File: config.mk
export PLATFORM = sky130hd
export DESIGN_NAME = imem_arbiter
export DESIGN_NICKNAME = d
export VERILOG_FILES = /design/src/rtl/imem_arbiter.sv
export SDC_FILE = /design/constraint.sdc
export NUM_CORES = 1
export LEC_CHECK = 0
export CAP_MARGIN = 20
export CELL_PAD_IN_SITES_DETAIL_PLACEMENT = 1
export CELL_PAD_IN_SITES_GLOBAL_PLACEMENT = 1
export CORE_MARGIN = 2
export CORE_UTILIZATION = 10
export DETAILED_ROUTE_END_ITERATION = 8
export PLACE_DENSITY_LB_ADDON = 0.25
export SYNTH_ARGS = -nofsm -noshare
export SYNTH_HDL_FRONTEND = slang
export SYNTH_SLANG_ARGS = --single-unit
File: constraint.sdc
create_clock -name clk -period 1.8 [get_ports clk]
set_input_delay 0.27 -clock clk [delete_from_list [all_inputs] [get_ports clk]]
set_output_delay 0.27 -clock clk [all_outputs]
set_load 0.05 [all_outputs]
File: src/rtl/imem_arbiter.sv
// ---------------------------------------------------------------------------
// imem_arbiter
//   Shares one single-port synchronous program RAM between the CPU fetch
//   port and the loader port (UART boot / debug). One access per cycle.
//   Grants are combinational. The read-data owner is tracked by registered
//   tags, so a read granted in cycle T returns data in cycle T+1 while a new
//   access is already being granted in T+1.
//
// Ports
//   clk, rst                     clock, synchronous active-high reset
//   f_req, f_addr                fetch read request and word address
//   f_gnt, f_rvalid, f_rdata     fetch grant, read-data valid, read data
//   l_req, l_we, l_addr, l_wdata loader request, write flag, address, data
//   l_lock                       program-load lock, blocks fetch while high
//   l_gnt, l_rvalid, l_rdata     loader grant, read-data valid, read data
//   mem_addr, mem_we, mem_din    RAM address, write enable, write data
//   mem_dout                     RAM read data, one cycle after the address
// ---------------------------------------------------------------------------
module imem_arbiter #(
    parameter int ADDR_W = 14,
    parameter int DATA_W = 32
) (
    input  logic              clk,
    input  logic              rst,
    input  logic              f_req,
    input  logic [ADDR_W-1:0] f_addr,
    output logic              f_gnt,
    output logic              f_rvalid,
    output logic [DATA_W-1:0] f_rdata,
    input  logic              l_req,
    input  logic              l_we,
    input  logic [ADDR_W-1:0] l_addr,
    input  logic [DATA_W-1:0] l_wdata,
    input  logic              l_lock,
    output logic              l_gnt,
    output logic              l_rvalid,
    output logic [DATA_W-1:0] l_rdata,
    output logic [ADDR_W-1:0] mem_addr,
    output logic              mem_we,
    output logic [DATA_W-1:0] mem_din,
    input  logic [DATA_W-1:0] mem_dout
);

    typedef enum logic {F_NONE, F_FETCH}  f_tag_t;
    typedef enum logic {L_NONE, L_LOADER} l_tag_t;

    // High when the loader owned the most recent grant.
    logic   last_loader;
    f_tag_t f_tag;
    l_tag_t l_tag;

    logic f_elig;
    logic l_elig;

    // Grant decision: fetch is only eligible while the lock is low; on a
    // tie the requester that did not win most recently is served.
    always_comb begin
        f_elig = f_req && !l_lock && !rst;
        l_elig = l_req && !rst;
        f_gnt  = 1'b0;
        l_gnt  = 1'b0;
        if (f_elig && l_elig) begin
            f_gnt = last_loader;
            l_gnt = !last_loader;
        end else begin
            f_gnt = f_elig;
            l_gnt = l_elig;
        end
    end

    // An idle cycle still presents the fetch address; only a write needs
    // mem_we, and that can only come from a loader grant.
    assign mem_addr = l_gnt ? l_addr : f_addr;
    assign mem_we   = l_gnt && l_we;
    assign mem_din  = l_wdata;

    // Owner tags and round-robin pointer. Tags are rewritten every cycle,
    // so a new grant in T+1 sets up T+2 without touching the T+1 return.
    always_ff @(posedge clk) begin
        if (rst) begin
            last_loader <= 1'b1;
            f_tag       <= F_NONE;
            l_tag       <= L_NONE;
        end else begin
            if (f_gnt) begin
                last_loader <= 1'b0;
            end else if (l_gnt) begin
                last_loader <= 1'b1;
            end
            f_tag <= f_gnt ? F_FETCH : F_NONE;
            l_tag <= (l_gnt && !l_we) ? L_LOADER : L_NONE;
        end
    end

    // Gating with rst suppresses a return for a read granted in the cycle
    // just before reset; the tag itself is cleared at the end of that cycle.
    assign f_rvalid = (f_tag == F_FETCH) && !rst;
    assign l_rvalid = (l_tag == L_LOADER) && !rst;
    assign f_rdata  = f_rvalid ? mem_dout : '0;
    assign l_rdata  = l_rvalid ? mem_dout : '0;

endmodule
Yosys cells after proc, flatten, opt, wreduce, memory -nomap -nowiden
Index checks and enable logic that the tools add are counted.
Storage, ports and cells
  bits in registers: 3
  input bits: 98
  output and inout bits: 115
Cells by class
  multiplexer cells: 9
  reductions and logical operators: 13
Operators by type and width (number)
  $mux W32: 2
  $mux W14: 1
  $logic_and A1 B1 Y1: 8
  $mux W1: 6
  $logic_not A1 Y1: 4
  $reduce_bool A2 Y1: 1

Logic depth before layout (Yosys ltp)
  depth after elaboration: 7
  gate-level depth with buffers: 5
  mapped depth without buffers: 3

Worst setup path after synthesis
OpenSTA, ideal clock, no wires.
  path type: input to output
  from: in l_req
  to: out f_gnt
  arrival time: 2010 ps
  path slack: -480 ps
  stages: 2
  path through: nor2b_1 -> nor4b_1
On the way
  word-level cells in the longest chain between the ends: 3
RTL lines
  start, declared: line 30  | input logic l_req,
  $logic_and A1 B1 Y1: line 59  | l_elig = l_req && !rst;
  $logic_and A1 B1 Y1: line 62  | if (f_elig && l_elig) begin
  $mux W1: line 62
  end, declared: line 27  | output logic f_gnt,
Every way passes these cells.

Worst setup path after layout
  from: reg last_loader
  to: out mem_addr[11]
On the way
  word-level cells in the longest chain between the ends: 3
RTL lines
  start, declared: line 48  | logic last_loader;
  start signal, assigned: line 81  | last_loader <= 1'b1;
  start signal, assigned: line 86  | last_loader <= 1'b0;
  start signal, assigned: line 88  | last_loader <= 1'b1;
  $logic_not A1 Y1: line 64  | l_gnt = !last_loader;
  $mux W1: line 62
  $mux W14: line 73  | assign mem_addr = l_gnt ? l_addr : f_addr;
  end, declared: line 38  | output logic [ADDR_W-1:0] mem_addr,
Every way passes these cells.

==> flow_metrics.tcl <==
set metrics [dict create \
    core_area_um2 9819 \
    gr-total-overflow 0 \
    vias 1386 \
    yosys_warnings 0 \
    viasPerCell 3.500 \
    grt_pass1_vias 1458 \
    synthAdderAreaFrac_pct 0 \
    internal_power_w 0.0005954 \
    fin_crit_sh_pct 109.6 \
    tightest_slew_ns 0.3290 \
    status "finished with violations" \
    ant_nets 0 \
    layout.nets 362 \
    clock_latency_ns 0.21 \
    clkSinkCount 3 \
    netSwitchingFraction_pct 36.78 \
    reg2reg_from "last_loader" \
    portBuffers 148 \
    synth-edff-count 0 \
    cpMaxStageDelayCell "or3b_4" \
    clockPowerShare_pct 20.7 \
    die_area_um2 11010 \
    yosysTopAreaCellShare_pct 39.31 \
    die_w_um 104.9 \
    pwr-share-comb_pct 71.7 \
    drt_pre_antenna_iters 4 \
    crit_cells 5 \
    synthCells 134 \
    setup_ws_ns -0.1720 \
    wire_per_inst_um 12.87 \
    synthTopCellsByArea "and2_1 (39%), buf_4 (24%), mux2_4 (10%), mux2_2 (7.7%), dfxtp_1 (5.9%)" \
    area_growth_pct 238.8 \
    initial_utilization_pct 10.37 \
    grt_use_total_pct 9.103 \
    clockBufferDepth 2 \
    netlist.top_cell.by_area "and2_1" \
    gp_congestion 0.6289 \
    hpwlAfterDp_um 4037 \
    power_density_nw_per_um2 273.0 \
    cp_max_fo 8 \
    peakVddDrop_uv 231.8 \
    grt_max_degree 18 \
    endpoint_kind "output port" \
    crit_top_cell "buf_8" \
    hold_depth 3 \
    synth_xor_area_share_pct 0 \
    dr.first_iter.drc_count 7 \
    endpoint "mem_addr[11]" \
    cp.required_ns 1.53 \
    start_kind "flip-flop" \
    max_stage_delay_ns 0.40 \
    num_rows 36 \
    ys_seq_elements 3 \
    seq_area_frac_synth_pct 5.897 \
    power_frac_seq_pct 7.5 \
    yosysMostFrequentCell "and2_1" \
    layout-drive-gt1-share_pct 47.91 \
    netSwitchingPower_w 0.0003465 \
    h-tree-depth 1 \
    ff2ff_setup_slack_ns 0.49 \
    synth-simple-area-share_pct 45.70 \
    syn_area_per_cell_um2 7.601 \
    drcViolationCount 0 \
    clock_skew_ns 0.002215 \
    async_flop_share_pct 0 \
    antenna_found_initial 0 \
    pre_cts_ws_ns -0.4726 \
    fillers 1094 \
    cts_tree "done" \
    slew_viol_final 0 \
    syn-cell-area_um2 1018 \
    cp_top_family "simple AND/OR/NAND/NOR gates" \
    finalHoldViolCount 0 \
    setup_viol 16 \
    leakage_nw 1.433 \
    antennaDiodeCount 0 \
    synth-compound-area-share_pct 0.7371 \
    drv_cap 0 \
    yosys-mux-area-fraction_pct 18.06 \
    grt_pass1_wl_um 7976 \
    synth_nets 232 \
    synth_commonest_cells "and2_1 (64), buf_4 (32), mux2_2 (7), mux2_4 (7), clkbuf_1 (6)" \
    fmax_ghz 0.5071 \
    synth_top_family_by_area "simple AND/OR/NAND/NOR gates" \
    r2r_cells 5 \
    io_pins 213 \
    cp_num_buf_inv 2 \
    hold_slack_ns 0.4852 \
    root_buffer "clkbuf_8" \
    tns_ns -2.372 \
    r2r-end "l_tag" \
    rsz0062_at_grt "true" \
    post-route-min-period_ns 1.972 \
    worstSetupStartpoint "last_loader" \
    synth-main-ff-cell "dfxtp_1" \
    hold_buffers 0 \
    violations "setup timing" \
    slew_headroom_pct 78.01 \
    path_clk_slew_ns 0.03 \
    critPathArrivalTime_ns 1.70 \
    dieHeight_um 104.9 \
    path_cells "and3b_1, or3b_4, buf_8, mux2_4, buf_8" \
    crit_type "flip-flop to output port" \
    ys_types 15 \
    hold_class "input port to flip-flop" \
    wl_um 5096 \
    numCtsBuffers 3 \
]
per-stage QoR:
stage | cells | util (%) | cell area (um^2) | total power (W)
3_3_place_gp | 387 | 33.04 | 3244 | 0.0007128
6_report | 396 | 35.14 | 3451 | 0.0009419
5_1_grt | 396 | 35.14 | 3451 | 0.0009861
3_5_place_dp | 387 | 33.04 | 3244 | 0.0007188
4_1_cts | 396 | 35.14 | 3451 | 0.0009559
2_1_floorplan | 134 | - | 1030 | 0.0005373
worst min-delay path, stage by stage:
cell	delay, ns
dlygate4sd2_1	0.22
buf_4	0.12
nor4b_1	0.04
area by class of cell:
class	count	area, um^2	area share [%]
Tap cell	133	166.4	4.822
Sequential cell	3	60.06	1.740
Timing Repair Buffer	165	2476	71.75
Multi-Input combinational cell	89	695.7	20.16
Clock buffer	4	45.04	1.305
Inverter	2	7.507	0.2175
registers in the layout (all words and copies together), names as in the netlist:
signal       count
last_loader      1
f_tag            1
l_tag            1
per-layer routing:
metal / GRT usage [%] / vias to the layer above / wire length [um] / part of all wire (%)
li1: - / 646 / - / -
met1: 10.07 / 636 / 1899 / 37
met2: 16.84 / 100 / 2678 / 53
met3: 3.244 / 4 / 502 / 9.9
met4: 1.524 / 0 / 15 / 0.29
met5: 0 / - / 0 / 0
cells by family after synthesis:
family | after synthesis
buf+inv | 42
simple gates | 74
mux | 14
compound gates | 1
flops | 3
cells in the final DEF, fill, tap and decap left out, drive strengths merged:
| cell | instances |
|---|---|
| and2 | 64 |
| and3b | 1 |
| buf | 98 |
| bufbuf | 2 |
| clkbuf | 4 |
| clkdlybuf4s15 | 1 |
| clkdlybuf4s50 | 61 |
| dfxtp | 3 |
| dlygate4sd2 | 3 |
| inv | 2 |
| mux2 | 14 |
| nor2 | 3 |
| nor2b | 3 |
| nor4b | 2 |
| o21bai | 1 |
| or3b | 1 |
power groups by stage:
stage	logic, W	registers, W	clock network, W
after floorplan	0.000466	0.0000717	0
after global placement	0.000641	0.0000718	0
after detailed placement	0.000647	0.0000718	0
after CTS	0.000684	0.0000711	0.000200
after global routing	0.000705	0.0000714	0.000210
final	0.000676	0.0000711	0.000195
timing repair:
action,4_1_cts,5_1_grt
setup endpoints to repair,80,16
gates cloned,2,0
gates resized for setup,27,0
setup buffers,3,0
endpoints found under the hold margin,0,0
pin swaps,2,1
worst min-delay path by stage:
stage | from | end
2_1_floorplan | l_we | l_tag
3_3_place_gp | l_wdata[0] | mem_din[0]
3_5_place_dp | l_wdata[0] | mem_din[0]
4_1_cts | l_lock | f_tag
5_1_grt | l_lock | f_tag
6_report | l_lock | f_tag
No activity file was read; power rests on OpenSTA's default activity.
==> variant 1 (same settings) <==
`DATA_W`: 32 -> 16.
--- a/src/rtl/imem_arbiter.sv
+++ b/src/rtl/imem_arbiter.sv
@@ -19,5 +19,5 @@
 module imem_arbiter #(
     parameter int ADDR_W = 14,
-    parameter int DATA_W = 32
+    parameter int DATA_W = 16
 ) (
     input  logic              clk,
Ports: changed (5 resized); port bits go from 213 to 133. The function was not compared with the original's and may differ.
==> variant 1 against the original RTL <==
The run still ends with setup timing left. Count of clock-buffer cells in the layout unchanged. Total power decreased by 15%. First-iteration DRC count increased by 14%. Area after synthesis decreased by 33%. Sequential cell count unchanged. Cell area decreased by 33%. Critical path depth unchanged. Setup slack got worse by 0.075 ns. Final cell count decreased by 34%. Non-clock buffer count decreased by 50. Wire length decreased by 36%. Synthesized cell count decreased by 39%. Critical endpoint is now mem_addr[1]. Highest routed layer unchanged.
==> variant 1: results (changes against the original RTL) <==
[cells_and_area]
drive_gt1_share_pct = 48.6  ; was 47.9%
layoutNonFillerInstCount = 261  ; was 396

[hold_path]
min_from = rst  ; was l_lock

[placement]
place.port_buffers = 100  ; was 148
dp_cells = 252  ; was 387
dp_hpwl_mm = 2.72  ; was 4.04 mm
place.gp.congestion = 0.653  ; was 0.629

[global_route]
grt_pass1_wl_mm = 5.00  ; was 7.98 mm
grt_pass1_vias = 982  ; was 1458
grtUsageTotal_pct = 8.50  ; was 9.10%

[timing]
worst_slack_ns = -0.247  ; was -0.172 ns
worst_pin_slew_ns = 0.341  ; was 0.329 ns
finalSetupViolCount = 16  ; unchanged
fin_worst_skew_ns = 0.0000718  ; was 0.00221 ns

[synth]
syn-num-nets = 148  ; was 232
yosys-top-cells-area = and2_1, buf_4, mux2_4  ; unchanged
syn_inst = 82  ; was 134
yosys-top-cells-count = and2_1, buf_4, mux2_2, mux2_4  ; was and2_1, buf_4, mux2_2, mux2_4, clkbuf_1

[power_and_ir_drop]
seq_power_share_pct = 9.0  ; was 7.5%
p_sw_share_pct = 35.1  ; was 36.8%
vdd.ir_drop.worst_mv = 0.280  ; was 0.232 mV

[status]
violations = setup timing  ; unchanged
status = finished, violations left  ; unchanged

[setup_path]
arrival_ns = 1.78  ; was 1.70 ns

[drt]
drt-vias-per-instance = 3.58  ; was 3.50

variant 1: metal layers:
metal / up-vias / global-route usage (%) / share of wire (%)
li1: 446 / - / -
met2: 70 / 15.7 / 54
met5: - / 0 / 0
met3: 2 / 2.86 / 10
met4: 0 / 1.56 / 0.27
met1: 416 / 9.45 / 35
variant 1: cell type report:
type | count | area (um^2)
fillers | 733 | 4390
repair buffers | 115 | 1630
multi-input cells | 57 | 484
well taps | 80 | 100
flip-flops and latches | 3 | 61.3
clock buffers | 4 | 45.0
inverters | 2 | 7.51
variant 1: cell families after synthesis:
| group | synth area share [%] |
|---|---|
| buffers and inverters | 24.4 |
| DFF | 8.79 |
| AOI/OAI and AO/OA | 1.10 |
| muxes | 26.9 |
| and+or+nand+nor | 38.8 |
variant 1: repair_timing:
item	in CTS	in global routing
cloned	3	0
endpoints found under the setup margin	23	48
buffers inserted	2	0
pin swaps	2	1
resized for setup	23	1
variant 1: worst paths after layout:
path | cells after the start | slack, ns | to
setup / recovery | 5 | -0.25 | mem_addr[1]
setup reg to reg | 5 | 0.41 | l_tag
hold / removal | 3 | 0.45 | f_tag
hold reg to reg | 3 | 0.59 | last_loader
variant 1: through the flow:
| stage | TNS, ns | setup WS [ns] |
|---|---|---|
| after global routing | -4.57 | -0.315 |
| after CTS | -4.00 | -0.280 |
| after global placement | -6.64 | -0.455 |
| final | -3.48 | -0.247 |
| after detailed placement | -6.81 | -0.477 |
| after floorplan | 0 | 0.00320 |
variant 1: critical path, stage by stage (launching register included):
cell and delay, ns:
dfxtp_2 0.31, and3b_1 0.17, or3b_4 0.45, buf_16 0.17, mux2_4 0.31, buf_12 0.15
==> variant 2 (same flow settings) <==
Without the edit above. Make the reset (`rst`) asynchronous in one clocked block. Comments in the files are not updated.
--- a/src/rtl/imem_arbiter.sv
+++ b/src/rtl/imem_arbiter.sv
@@ -77,5 +77,5 @@
     // Owner tags and round-robin pointer. Tags are rewritten every cycle,
     // so a new grant in T+1 sets up T+2 without touching the T+1 return.
-    always_ff @(posedge clk) begin
+    always_ff @(posedge clk or posedge rst) begin
         if (rst) begin
             last_loader <= 1'b1;
Behaviour: no difference found for any inputs over 10 cycles, from zero or initial values and one cycle with rst high; that may be too few to reach the edited logic, so the function may still have changed.
==> variant 2 against the original RTL <==
The run still ends with setup timing left. Area after synthesis decreased by 1.6%. Cell area decreased by 2.1%. Maximum frequency increased by 1.2%. Wire length increased by 0.88%. Count of clock-buffer cells in the layout unchanged. Die area decreased by 1.5%. Non-clock buffer count decreased by 5. Setup slack improved by 0.023 ns. Sequential share of layout area increased by 0.52 points. Utilization decreased by 0.41 points. Sequential cell count unchanged. Total power increased by 2.7%. Via count decreased by 1.9%. Critical path type is now primary input to primary output. Critical endpoint unchanged. Highest routed layer unchanged.
==> variant 2: results (changes against the original RTL) <==
[synth]
ys_seq_area_share_pct = 7.62  ; was 5.90%
yosys-top-cells-area = and2_1, buf_4, mux2_2  ; was and2_1, buf_4, mux2_4
synthAdderAreaFrac_pct = 0  ; unchanged
async_reset_ff_share_pct = 100  ; was 0%
synthXorXnorAreaFrac_pct = 0  ; unchanged
synth_compound_area_share_pct = 0  ; was 0.737%
synth_flop_cell = dfrtp_1  ; was dfxtp_1
synthMuxAreaShare_pct = 15.7  ; was 18.1%
avgSynthCellArea_um2 = 7.54  ; was 7.60 um^2
syn-num-nets = 231  ; was 232
yosys-top-cells-count = and2_1, buf_4, mux2_2  ; was and2_1, buf_4, mux2_2, mux2_4, clkbuf_1
synth_cell_type_count = 17  ; was 15

[hold_path]
hold_class = primary input to async pin  ; was primary input to flop

[drt]
drt-pass1-iter-count = 3  ; was 4
wire_per_inst_um = 13.1  ; was 12.9 um
drt-vias-per-instance = 3.48  ; was 3.50
drtIter0Drc = 14  ; was 7
num_vias = 1359  ; was 1386

[setup_path]
r2r-start = last_loader  ; unchanged
rr_worst_depth = 6  ; was 5
cp_max_fo = 8  ; unchanged
regToRegEndpoint = l_tag  ; unchanged
slowest_delay_ns = 0.49  ; was 0.40 ns
critPathTopFamily = buffers and inverters  ; was simple AND/OR/NAND/NOR gates
arrival_ns = 1.68  ; was 1.70 ns

[cells_and_area]
seq_share_pct = 2.26  ; was 1.74%
layout.nets = 357  ; was 362
multi_input_area_share_pct = 21.0  ; was 20.2%
nNonClkBuffers = 160  ; was 165
area_growth_pct = 237  ; was 239%
fillCellCount = 1087  ; was 1094
layout.nonclk_buf_share_pct = 70.3  ; was 71.8%

[timing]
finalSetupViolCount = 14  ; was 16
whs_ns = 0.151  ; was 0.485 ns
relSlewSlack_pct = 79.4  ; was 78.0%
worst_slack_ns = -0.149  ; was -0.172 ns

[floorplanning]
core_um2 = 9730  ; was 9820 um^2

[global_route]
antenna_found_initial = 0  ; unchanged
grt_max_degree = 34  ; was 18
grt_pass1_wl_mm = 7.43  ; was 7.98 mm

[power_and_ir_drop]
vdd.ir_drop.worst_mv = 0.136  ; was 0.232 mV
leakagePower_nw = 1.44  ; was 1.43 nW
power_switching_w = 0.000365  ; was 0.000346 W

[status]
status = finished, violations left  ; unchanged
violations = setup timing  ; unchanged

[placement]
dp_cells = 382  ; was 387
place.gp.congestion = 0.650  ; was 0.629
dp_hpwl_mm = 4.15  ; was 4.04 mm
dpl_cell_area_um2 = 3120  ; was 3240 um^2

[clocking]
clock_path_buffers = 2  ; unchanged

variant 2: changes by cell type after synthesis, sizes merged, moves of 2 or more:
cell / unedited run / this run
dfxtp: 3 / 0
and2b: 0 / 2
clkbuf: 6 / 4
dfrtp: 0 / 2
variant 2: stage by stage:
step | total power, W | TNS (ns) | setup WS, ns
after floorplan | 0.000546 | 0 | 0.163
after global placement | 0.000685 | -9.25 | -0.166
after detailed placement | 0.000691 | -10.84 | -0.201
after CTS | 0.000918 | -2.14 | -0.158
after global routing | 0.00101 | -2.55 | -0.197
final | 0.000967 | -1.91 | -0.149
variant 2: layer usage:
metal | vias up | routed length (um) | global-route usage (%)
li1 | 628 | - | -
met1 | 630 | 1870 | 8.85
met2 | 96 | 2770 | 16.1
met3 | 5 | 459 | 3.38
met4 | 0 | 36 | 1.93
met5 | - | 0 | 0
variant 2: how the worst max path moves through the flow:
stage / cells past startpoint / startpoint / to / slack (ns)
after floorplan: 4 / last_loader / mem_addr[10] / 0.16
after global placement: 5 / l_lock / mem_addr[11] / -0.17
after detailed placement: 5 / l_lock / mem_addr[2] / -0.20
after CTS: 5 / l_lock / mem_addr[2] / -0.16
after global routing: 5 / last_loader / mem_addr[11] / -0.20
final: 6 / f_req / mem_addr[11] / -0.15
variant 2: what timing repair did:
action | CTS | global route
pin swaps | 1 | 2
gates cloned | 0 | 0
gates resized for setup | 15 | 34
setup buffers | 1 | 4
setup endpoints to repair | 79 | 14
variant 2: power groups by stage:
stage               logic (W)  registers, W  clock network, W
floorplan            0.000468     0.0000780                 0
global placement     0.000606     0.0000793                 0
detailed placement   0.000612     0.0000791                 0
CTS                  0.000636     0.0000785          0.000203
global route         0.000722     0.0000799          0.000211
finish               0.000690     0.0000785          0.000199
